==> config.mk <==
export PLATFORM = sky130hd
export DESIGN_NAME = iter_divider
export DESIGN_NICKNAME = d
export VERILOG_FILES = /design/src/rtl/div_pkg.sv /design/src/rtl/div_step.sv /design/src/rtl/iter_divider.sv
export SDC_FILE = /design/constraint.sdc
export NUM_CORES = 1
export LEC_CHECK = 0
export ABC_AREA = 1
export CORE_MARGIN = 1.5
export CORE_UTILIZATION = 53
export CTS_CLUSTER_SIZE = 25
export DETAILED_ROUTE_END_ITERATION = 10
export PLACE_DENSITY = 0.82
export SETUP_SLACK_MARGIN = 0.5
export SKIP_LAST_GASP = 1
export SYNTH_ARGS = -nofsm -noshare
export SYNTH_HDL_FRONTEND = slang
export SYNTH_SLANG_ARGS = --single-unit
==> constraint.sdc <==
create_clock -name clk -period 7.2 [get_ports clk]
set_clock_uncertainty 0.05 [all_clocks]
set_input_delay 1.8 -clock clk [delete_from_list [all_inputs] [get_ports clk]]
set_output_delay 1.8 -clock clk [all_outputs]
set_load 0.01 [all_outputs]
==> src/rtl/div_pkg.sv <==
// rtl/div_pkg.sv - shared constants, state encoding and sign helpers for iter_divider
// Operands are 33-bit sign-extended; result fields are 40-bit sign-extended.
package div_pkg;

  localparam int DIV_ITERS = 32;
  localparam int MAG_W     = 32;
  localparam int OPND_W    = MAG_W + 1;
  localparam int FIELD_W   = 40;
  localparam int QUO_LSB   = 40;
  localparam int REM_LSB   = 0;
  localparam int DOUT_W    = 2 * FIELD_W;
  localparam int CNT_W     = $clog2(DIV_ITERS);

  typedef enum logic [1:0] {
    ST_IDLE,
    ST_CALC,
    ST_FIX
  } state_t;

  // -2^31 maps to 32'h8000_0000, which is its exact magnitude as an unsigned value.
  function automatic logic [MAG_W-1:0] magnitude(input logic [OPND_W-1:0] v);
    return (v[MAG_W-1:0] ^ {MAG_W{v[MAG_W]}}) + {{(MAG_W-1){1'b0}}, v[MAG_W]};
  endfunction

  function automatic logic [FIELD_W-1:0] apply_sign(input logic [MAG_W-1:0] mag,
                                                    input logic             neg);
    logic [FIELD_W-1:0] w;
    w = {{(FIELD_W-MAG_W){1'b0}}, mag};
    return neg ? (~w + FIELD_W'(1)) : w;
  endfunction

endpackage

==> src/rtl/div_step.sv <==
// rtl/div_step.sv - one restoring shift-subtract step of the unsigned divider
// Combinational; the caller supplies the next dividend bit MSB-first.
module div_step
  import div_pkg::*;
(
  input  logic [MAG_W-1:0] rem_in,
  input  logic             bit_in,
  input  logic [MAG_W-1:0] divisor,
  output logic [MAG_W-1:0] rem_out,
  output logic             q_bit
);

  logic [MAG_W:0]   trial;
  logic [MAG_W-1:0] rem_sub;

  // rem_in < divisor, so a successful subtraction always fits back in MAG_W bits.
  always_comb begin
    trial   = {rem_in, bit_in};
    q_bit   = (trial >= {1'b0, divisor});
    rem_sub = trial[MAG_W-1:0] - divisor;
    rem_out = q_bit ? rem_sub : trial[MAG_W-1:0];
  end

endmodule

==> src/rtl/iter_divider.sv <==
// rtl/iter_divider.sv - 33-cycle iterative signed/unsigned 32-bit divider with cancel
// ITER_DIVIDER_EARLY_OUT_EN: finish in one cycle when |dividend| < |divisor| or divisor is zero.
module iter_divider
  import div_pkg::*;
(
  input  logic              clk,
  input  logic              reset,
  input  logic [OPND_W-1:0] s_axis_dividend_tdata,
  input  logic [OPND_W-1:0] s_axis_divisor_tdata,
  input  logic              s_axis_tvalid,
  input  logic              cancel,
  output logic [DOUT_W-1:0] m_axis_dout_tdata,
  output logic              m_axis_dout_tvalid,
  output logic              busy
);

  state_t            state_q, state_d;
  logic [CNT_W-1:0]  cnt_q, cnt_d;
  logic [MAG_W-1:0]  quo_q, quo_d;
  logic [MAG_W-1:0]  rem_q, rem_d;
  logic [MAG_W-1:0]  dsr_q, dsr_d;
  logic              qneg_q, qneg_d;
  logic              rneg_q, rneg_d;
  logic              dz_q, dz_d;
  logic [DOUT_W-1:0] tdata_q, tdata_d;
  logic              tvalid_q, tvalid_d;
  logic              busy_q, busy_d;

  logic [MAG_W-1:0]  dvd_mag, dsr_mag, step_rem;
  logic              step_q_bit;

  assign dvd_mag = magnitude(s_axis_dividend_tdata);
  assign dsr_mag = magnitude(s_axis_divisor_tdata);

  // quo_q starts as the dividend magnitude; its MSB feeds the step while quotient bits shift in.
  div_step u_step (
    .rem_in  (rem_q),
    .bit_in  (quo_q[MAG_W-1]),
    .divisor (dsr_q),
    .rem_out (step_rem),
    .q_bit   (step_q_bit)
  );

  always_comb begin
    state_d  = state_q;
    cnt_d    = cnt_q;
    quo_d    = quo_q;
    rem_d    = rem_q;
    dsr_d    = dsr_q;
    qneg_d   = qneg_q;
    rneg_d   = rneg_q;
    dz_d     = dz_q;
    tdata_d  = tdata_q;
    tvalid_d = 1'b0;
    busy_d   = busy_q;

    case (state_q)
      ST_IDLE: begin
        if (s_axis_tvalid && !cancel) begin
          dsr_d   = dsr_mag;
          qneg_d  = s_axis_dividend_tdata[MAG_W] ^ s_axis_divisor_tdata[MAG_W];
          rneg_d  = s_axis_dividend_tdata[MAG_W];
          dz_d    = (dsr_mag == '0);
          cnt_d   = '0;
          busy_d  = 1'b1;
          quo_d   = dvd_mag;
          rem_d   = '0;
          state_d = ST_CALC;
`ifdef ITER_DIVIDER_EARLY_OUT_EN
          if ((dsr_mag == '0) || (dvd_mag < dsr_mag)) begin
            quo_d   = '0;
            rem_d   = dvd_mag;
            state_d = ST_FIX;
          end
`endif
        end
      end

      ST_CALC: begin
        if (cancel) begin
          busy_d  = 1'b0;
          state_d = ST_IDLE;
        end else begin
          quo_d = {quo_q[MAG_W-2:0], step_q_bit};
          rem_d = step_rem;
          cnt_d = cnt_q + CNT_W'(1);
          if (cnt_q == CNT_W'(DIV_ITERS - 1)) begin
            state_d = ST_FIX;
          end
        end
      end

      ST_FIX: begin
        busy_d  = 1'b0;
        state_d = ST_IDLE;
        if (!cancel) begin
          tdata_d[QUO_LSB +: FIELD_W] = dz_q ? '1 : apply_sign(quo_q, qneg_q);
          tdata_d[REM_LSB +: FIELD_W] = apply_sign(rem_q, rneg_q);
          tvalid_d = 1'b1;
        end
      end

      default: begin
        busy_d  = 1'b0;
        state_d = ST_IDLE;
      end
    endcase
  end

  always_ff @(posedge clk or posedge reset) begin
    if (reset) begin
      state_q  <= ST_IDLE;
      cnt_q    <= '0;
      quo_q    <= '0;
      rem_q    <= '0;
      dsr_q    <= '0;
      qneg_q   <= 1'b0;
      rneg_q   <= 1'b0;
      dz_q     <= 1'b0;
      tdata_q  <= '0;
      tvalid_q <= 1'b0;
      busy_q   <= 1'b0;
    end else begin
      state_q  <= state_d;
      cnt_q    <= cnt_d;
      quo_q    <= quo_d;
      rem_q    <= rem_d;
      dsr_q    <= dsr_d;
      qneg_q   <= qneg_d;
      rneg_q   <= rneg_d;
      dz_q     <= dz_d;
      tdata_q  <= tdata_d;
      tvalid_q <= tvalid_d;
      busy_q   <= busy_d;
    end
  end

  assign m_axis_dout_tdata  = tdata_q;
  assign m_axis_dout_tvalid = tvalid_q;
  assign busy               = busy_q;

endmodule
# ---- Word level (Yosys, flattened, before mapping)
# Cells that the tools add are included.
# Widths: inputs -> output; s select.
dict set report word_totals {
  latch_bits 0
  ramBits 0
  mem_bits_ro 0
  elab_cells 63
  register_bits 188
  output_inout_bits 82
  memories 0
}
dict set report classes {
  n_eq_ne 7
  div 0
  add_sub_neg 6
  mux 22
  bitwise 6
  n_reduce_logical 10
  mul 0
  shifts 0
  n_lt_le_gt_ge 1
}
# cell count
set op_table {}
lappend op_table {{$mux 32} 5}
lappend op_table {{$pmux 32 s2} 2}
lappend op_table {{$mux 40} 3}
lappend op_table {{$add 40x1->40 const B} 2}
lappend op_table {{$not 32->40} 2}
lappend op_table {{$add 32x1->32} 2}
lappend op_table {{$xor 32x32->32} 2}
lappend op_table {{$ge 33x32->1} 1}
lappend op_table {{$logic_not 32->1} 1}
lappend op_table {{$sub 32x32->32} 1}
lappend op_table {{$mux 5} 2}
lappend op_table {{$pmux 5 s2} 1}
lappend op_table {{$reduce_and 2->1} 4}
lappend op_table {{$mux 2} 3}
lappend op_table {{$ne 2x2->1 const B} 3}
lappend op_table {{$add 5x1->5 const B} 1}
lappend op_table {{$eq 5x5->1 const B} 1}
lappend op_table {{$mux 1} 4}
lappend op_table {{$pmux 2 s2} 1}
lappend op_table {{$ne 3x3->1 const B} 1}
lappend op_table {{$reduce_and 3->1} 1}
lappend op_table {{$eq 2x1->1 const B} 1}
lappend op_table {{$eq 2x2->1 const B} 1}
lappend op_table {{$logic_not 2->1} 1}
lappend op_table {{6 further kinds} 6}

# ---- Logic depth before layout (Yosys ltp)
dict set report depth {
  ltp_word 4
  mapped_depth 19
  ltp_nobuf 18
}

# ---- By module
# From an unflattened synthesis, not the netlist that was laid out.
dict set report hier_totals {
  cells_unflattened 2419
  area_unflattened_um2 15284.7
}
# module cells_each seq_area_each_um2 area_per_inst_um2 n_inst
set modules_own_cells {}
lappend modules_own_cells {iter_divider 1772 4704.5 12124.1 1}
lappend modules_own_cells {div_step 647 0.0 3160.5 1}

# ---- Least setup slack after synthesis
# OpenSTA, ideal clock, no wires.
dict set report synth_timing {
  path_kind {input-to-reg}
  startpoint {input port s_axis_dividend_tdata[32]}
  endpoint {register quo_q[26]}
  setup_time_ns 0.134
  arrival_time_ns 3.376
  path_buffers 2
  path_slack_ns 3.640
  stages 15
  cell_sequence {buf_6 > buf_12 > xor2_2 > ha_1 > nand2_1 > nor2_2 > nand2_1 > inv_1 > nand4_1 > nor2_2 > nand2_1 > nand2_1 > nand3_1 > nand2_1 > o21ai_0}
}
dict set report synth_between {
  elab_chain_cells 4
}
# element line
set synth_lines {}
lappend synth_lines {{start: declaration} iter_divider.sv:8} ;# input logic [OPND_W-1:0] s_axis_dividend_tdata,
lappend synth_lines {{$xor 32x32->32} div_pkg.sv:22} ;# return (v[MAG_W-1:0] ^ {MAG_W{v[MAG_W]}}) + {{(MAG_W-1){1'b0}}, v[MAG_W]};
lappend synth_lines {{$add 32x1->32 *} div_pkg.sv:22}
lappend synth_lines {{$mux 32 *} iter_divider.sv:59} ;# if (s_axis_tvalid && !cancel) begin
lappend synth_lines {{$pmux 32 s2 *} iter_divider.sv:57} ;# case (state_q)
lappend synth_lines {{end signal: assignment} iter_divider.sv:126} ;# quo_q <= quo_d;
lappend synth_lines {{end: declaration} iter_divider.sv:19} ;# logic [MAG_W-1:0] quo_q, quo_d;
# Mark *: on every way between the ends. The rest lies on a longest branch, timed or not. The select of a mux whose other input is x is not followed.
# A chain may end at the register's enable or synchronous reset.

# ---- Worst setup path after layout
dict set report layout_timing {
  startpoint {input port s_axis_divisor_tdata[32]}
  endpoint {register dz_q}
}
dict set report layout_between {
  elab_chain_cells 3
}
# element line
set layout_lines {}
lappend layout_lines {{start: declaration} iter_divider.sv:9} ;# input logic [OPND_W-1:0] s_axis_divisor_tdata,
lappend layout_lines {{$xor 32x32->32} div_pkg.sv:22}
lappend layout_lines {{$add 32x1->32 *} div_pkg.sv:22}
lappend layout_lines {{$logic_not 32->1 *} iter_divider.sv:63} ;# dz_d = (dsr_mag == '0);
lappend layout_lines {{end signal: assignment} iter_divider.sv:131} ;# dz_q <= dz_d;
lappend layout_lines {{end: declaration} iter_divider.sv:24} ;# logic dz_q, dz_d;
# Mark *: on every way between the ends. The rest lies on a longest branch, timed or not.

==> impl_metrics.yaml <==
drt:
  first_iter_violations: 1424
  vias_per_cell: 5.526
  first_pass_iters: 5
  drc_errors: 0
  wire_per_inst_um: 16.46
  drt_wl_total_mm: 42.54
  vias: 14279
  ant_nets: 0
setup_path:
  worstSetupPathType: "in2reg"
  crit_arrival_ns: 4.58
  critPathMostFrequentCell: "nand2_1"
  crit_path_start_kind: "input pin"
  critPathMaxStageDelay_ns: 0.82
  crit_path_cell_trace: "buf_2 > ha_1 > ha_1 > inv_1 > nor2_1 > nand2_1 > nor3_1 > nand2_1 > nand2_1 > nand2_1 > nor2_1 > nand2_1 > nor2_1 > nand2_1 > nand2_1"
  cp_slowest_cell: "buf_2"
  crit_path_max_fanout: 53
  cp.required_ns: 7.53
  end_kind: "flip-flop"
min_path:
  hold_class: "reg2reg"
global_route:
  grt_usage: 0.3063
  grt_pass1_vias: 13268
  grt-ovfl-total: 0
  grt_first_pass_wirelength_mm: 68.75
  grt_max_degree: 146
  antenna_found_initial: 0
timing:
  fin_setup_tns_ns: 0
  slew-limit-headroom: 0.2061
  worst_pin_slew_ns: 1.188
  hold_viol: 0
  finalSetupViolCount: 0
  fmaxAchievable_ghz: 0.2351
  min_period_over_period: 0.5907
  min_period_ns: 4.253
  hold_ws_ns: 0.4362
  grt_setup_unrepaired: "false"
  slew_violations: 0
cts:
  htreeDepth: 4
  postCtsHoldBufs: 0
  numClockSinks: 188
  clk_latency_ns: 0.46
  cts_max_path_buffers: 2
  clk_pin_slew_ns: 0.08
  numCtsBuffers: 17
  cts_tree: "yes"
  post_cts_resized: 0
  cts_setup_buffers: 0
  root_buffer: "clkbuf_16"
cells_and_area:
  area_growth_pct: 16.02
  fill_cells: 2439
  finalNetCount: 2347
  layoutNonFillerInstCount: 2584
  drive_gt1_frac: 0.04936
  antennaDiodeCount: 0
logic_synthesis:
  synth_top_area_frac: 0.3284
  async_flop_share: 1.000
  yosys-top-cells-count: "nand2_1 (614), inv_1 (250), nand3_1 (192), dfrtp_1 (188), nor2_1 (185)"
  synth-seq-cells: 188
  syn_area_per_cell_um2: 6.741
  synth.most_common_cell: "nand2_1"
  syn-cell-area_um2: 14320
  ys_seq_area_frac: 0.3284
  synthFlopType: "dfrtp_1"
  synthDistinctLibCells: 53
  synth_edf_count: 0
  yosys.area.top_type: "dfrtp_1"
  synth.area.top_cells: "dfrtp_1 (33%), nand2_1 (16%), nand3_1 (6.7%)"
  yosys_warnings: 0
  netlist_instances: 2125
  syn_nets: 2236
placed_design:
  hpwl_mm: 32.28
  dp_cells: 2552
  gp_congestion: 0.9554
  io_buffers: 151
floorplanning:
  rows: 59
  placeableCoreArea_um2: 26280
  die_area_um2: 28020
  die_x_um: 167.4
  die_height_um: 167.4
  boundaryPins: 152
  start_util: 0.5450
power:
  p_per_area_nw_per_um2: 299.3
  p_leak_nw: 8.105
  max-vdd-ir-drop_uv: 286.8
  power_mw: 4.974
job:
  max_cap_violations: 0
status:
  status: "completed"
-- where the power goes --
group / internal [mW] / total [mW] / leakage [nW] / switching (mW)
Clock: 0.484 / 1.01 / 0.303 / 0.521
Combinational: 0.868 / 2.50 / 5.44 / 1.63
Sequential: 1.24 / 1.47 / 2.36 / 0.232
Total: 2.59 / 4.97 / 8.11 / 2.38
-- area by class of cell --
class                      instances  area [um2]  area share
inverter                         257       970.9     0.05843
multi-input combinational       1608        8283      0.4984
clock buffer                      17       425.4     0.02560
timing repair buffer             164        1612     0.09697
tap                              335       419.2     0.02522
sequential                       188        4705      0.2831
clock inverter                    15       203.9     0.01227
-- worst paths after layout --
kind	startpoint	endpoint	slack, ns	depth (start not counted)
hold reg to reg	m_axis_dout_tdata[14]	m_axis_dout_tdata[14]	0.44	2
max in group asynchronous	reset	dsr_q[28]	4.06	4
setup / recovery	s_axis_divisor_tdata[32]	dz_q	2.95	15
setup reg to reg	quo_q[31]	rem_q[27]	2.95	16
hold / removal	m_axis_dout_tdata[14]	m_axis_dout_tdata[14]	0.44	2
min in group asynchronous	reset	m_axis_dout_tdata[7]	1.81	3
-- placed cells by master (no fill, tap or decap), types with 4 or more instances in the layout --
cell type,count
o21ai_1,8
clkinv_8,5
nor2_1,183
nand4_1,23
inv_1,248
nand3b_1,11
xor2_2,11
o21bai_1,5
clkbuf_16,17
inv_12,4
xnor2_1,35
nor3_1,46
a21oi_1,99
o22a_1,7
nand3_1,192
o211ai_1,6
clkdlybuf4s50_1,149
or2_2,9
o21a_1,12
o22ai_1,12
xor2_1,62
a22oi_1,8
a21o_1,4
inv_2,4
o21ai_0,159
buf_4,12
dfrtp_1,188
xor2_4,4
nand2_1,614
nor2_2,20
ha_1,40
-- registers in the layout, indices dropped and copies added (netlist names) --
register / cells
rneg_q: 1
cnt_q: 5
rem_q: 32
m_axis_dout_tvalid: 1
dsr_q: 32
quo_q: 32
state_q: 2
m_axis_dout_tdata: 80
qneg_q: 1
busy: 1
dz_q: 1
-- layer usage --
metal | GRT usage | share of wire
met5 | 0 | 0
met4 | 0.06972 | 0.015
met3 | 0.05389 | 0.090
met2 | 0.4447 | 0.41
met1 | 0.4712 | 0.49
-- per-stage QoR --
stage | utilization | cell area (um2) | setup slack (ns)
after floorplan | - | 14330 | 2.930
after global placement | 0.6084 | 15990 | 2.561
after detailed placement | 0.6084 | 15990 | 2.453
after CTS | 0.6324 | 16620 | 2.927
after global routing | 0.6324 | 16620 | 2.532
final | 0.6324 | 16620 | 2.947
-- critical path: cells and delay by family --
kind          cells  cell delay (ns)
fa+ha+maj         2             0.68
simple gates     11             1.19
buf+inv           2             0.91
-- logic make-up after synthesis --
logic type / synth area share
AO/OA/AOI/OAI: 0.1305
XOR/XNOR: 0.07949
flip-flops: 0.3284
AND/OR/NAND/NOR: 0.3305
buffers and inverters: 0.09478
adder cells (fa/ha/maj): 0.03634
(Power assumes the default switching activity.)
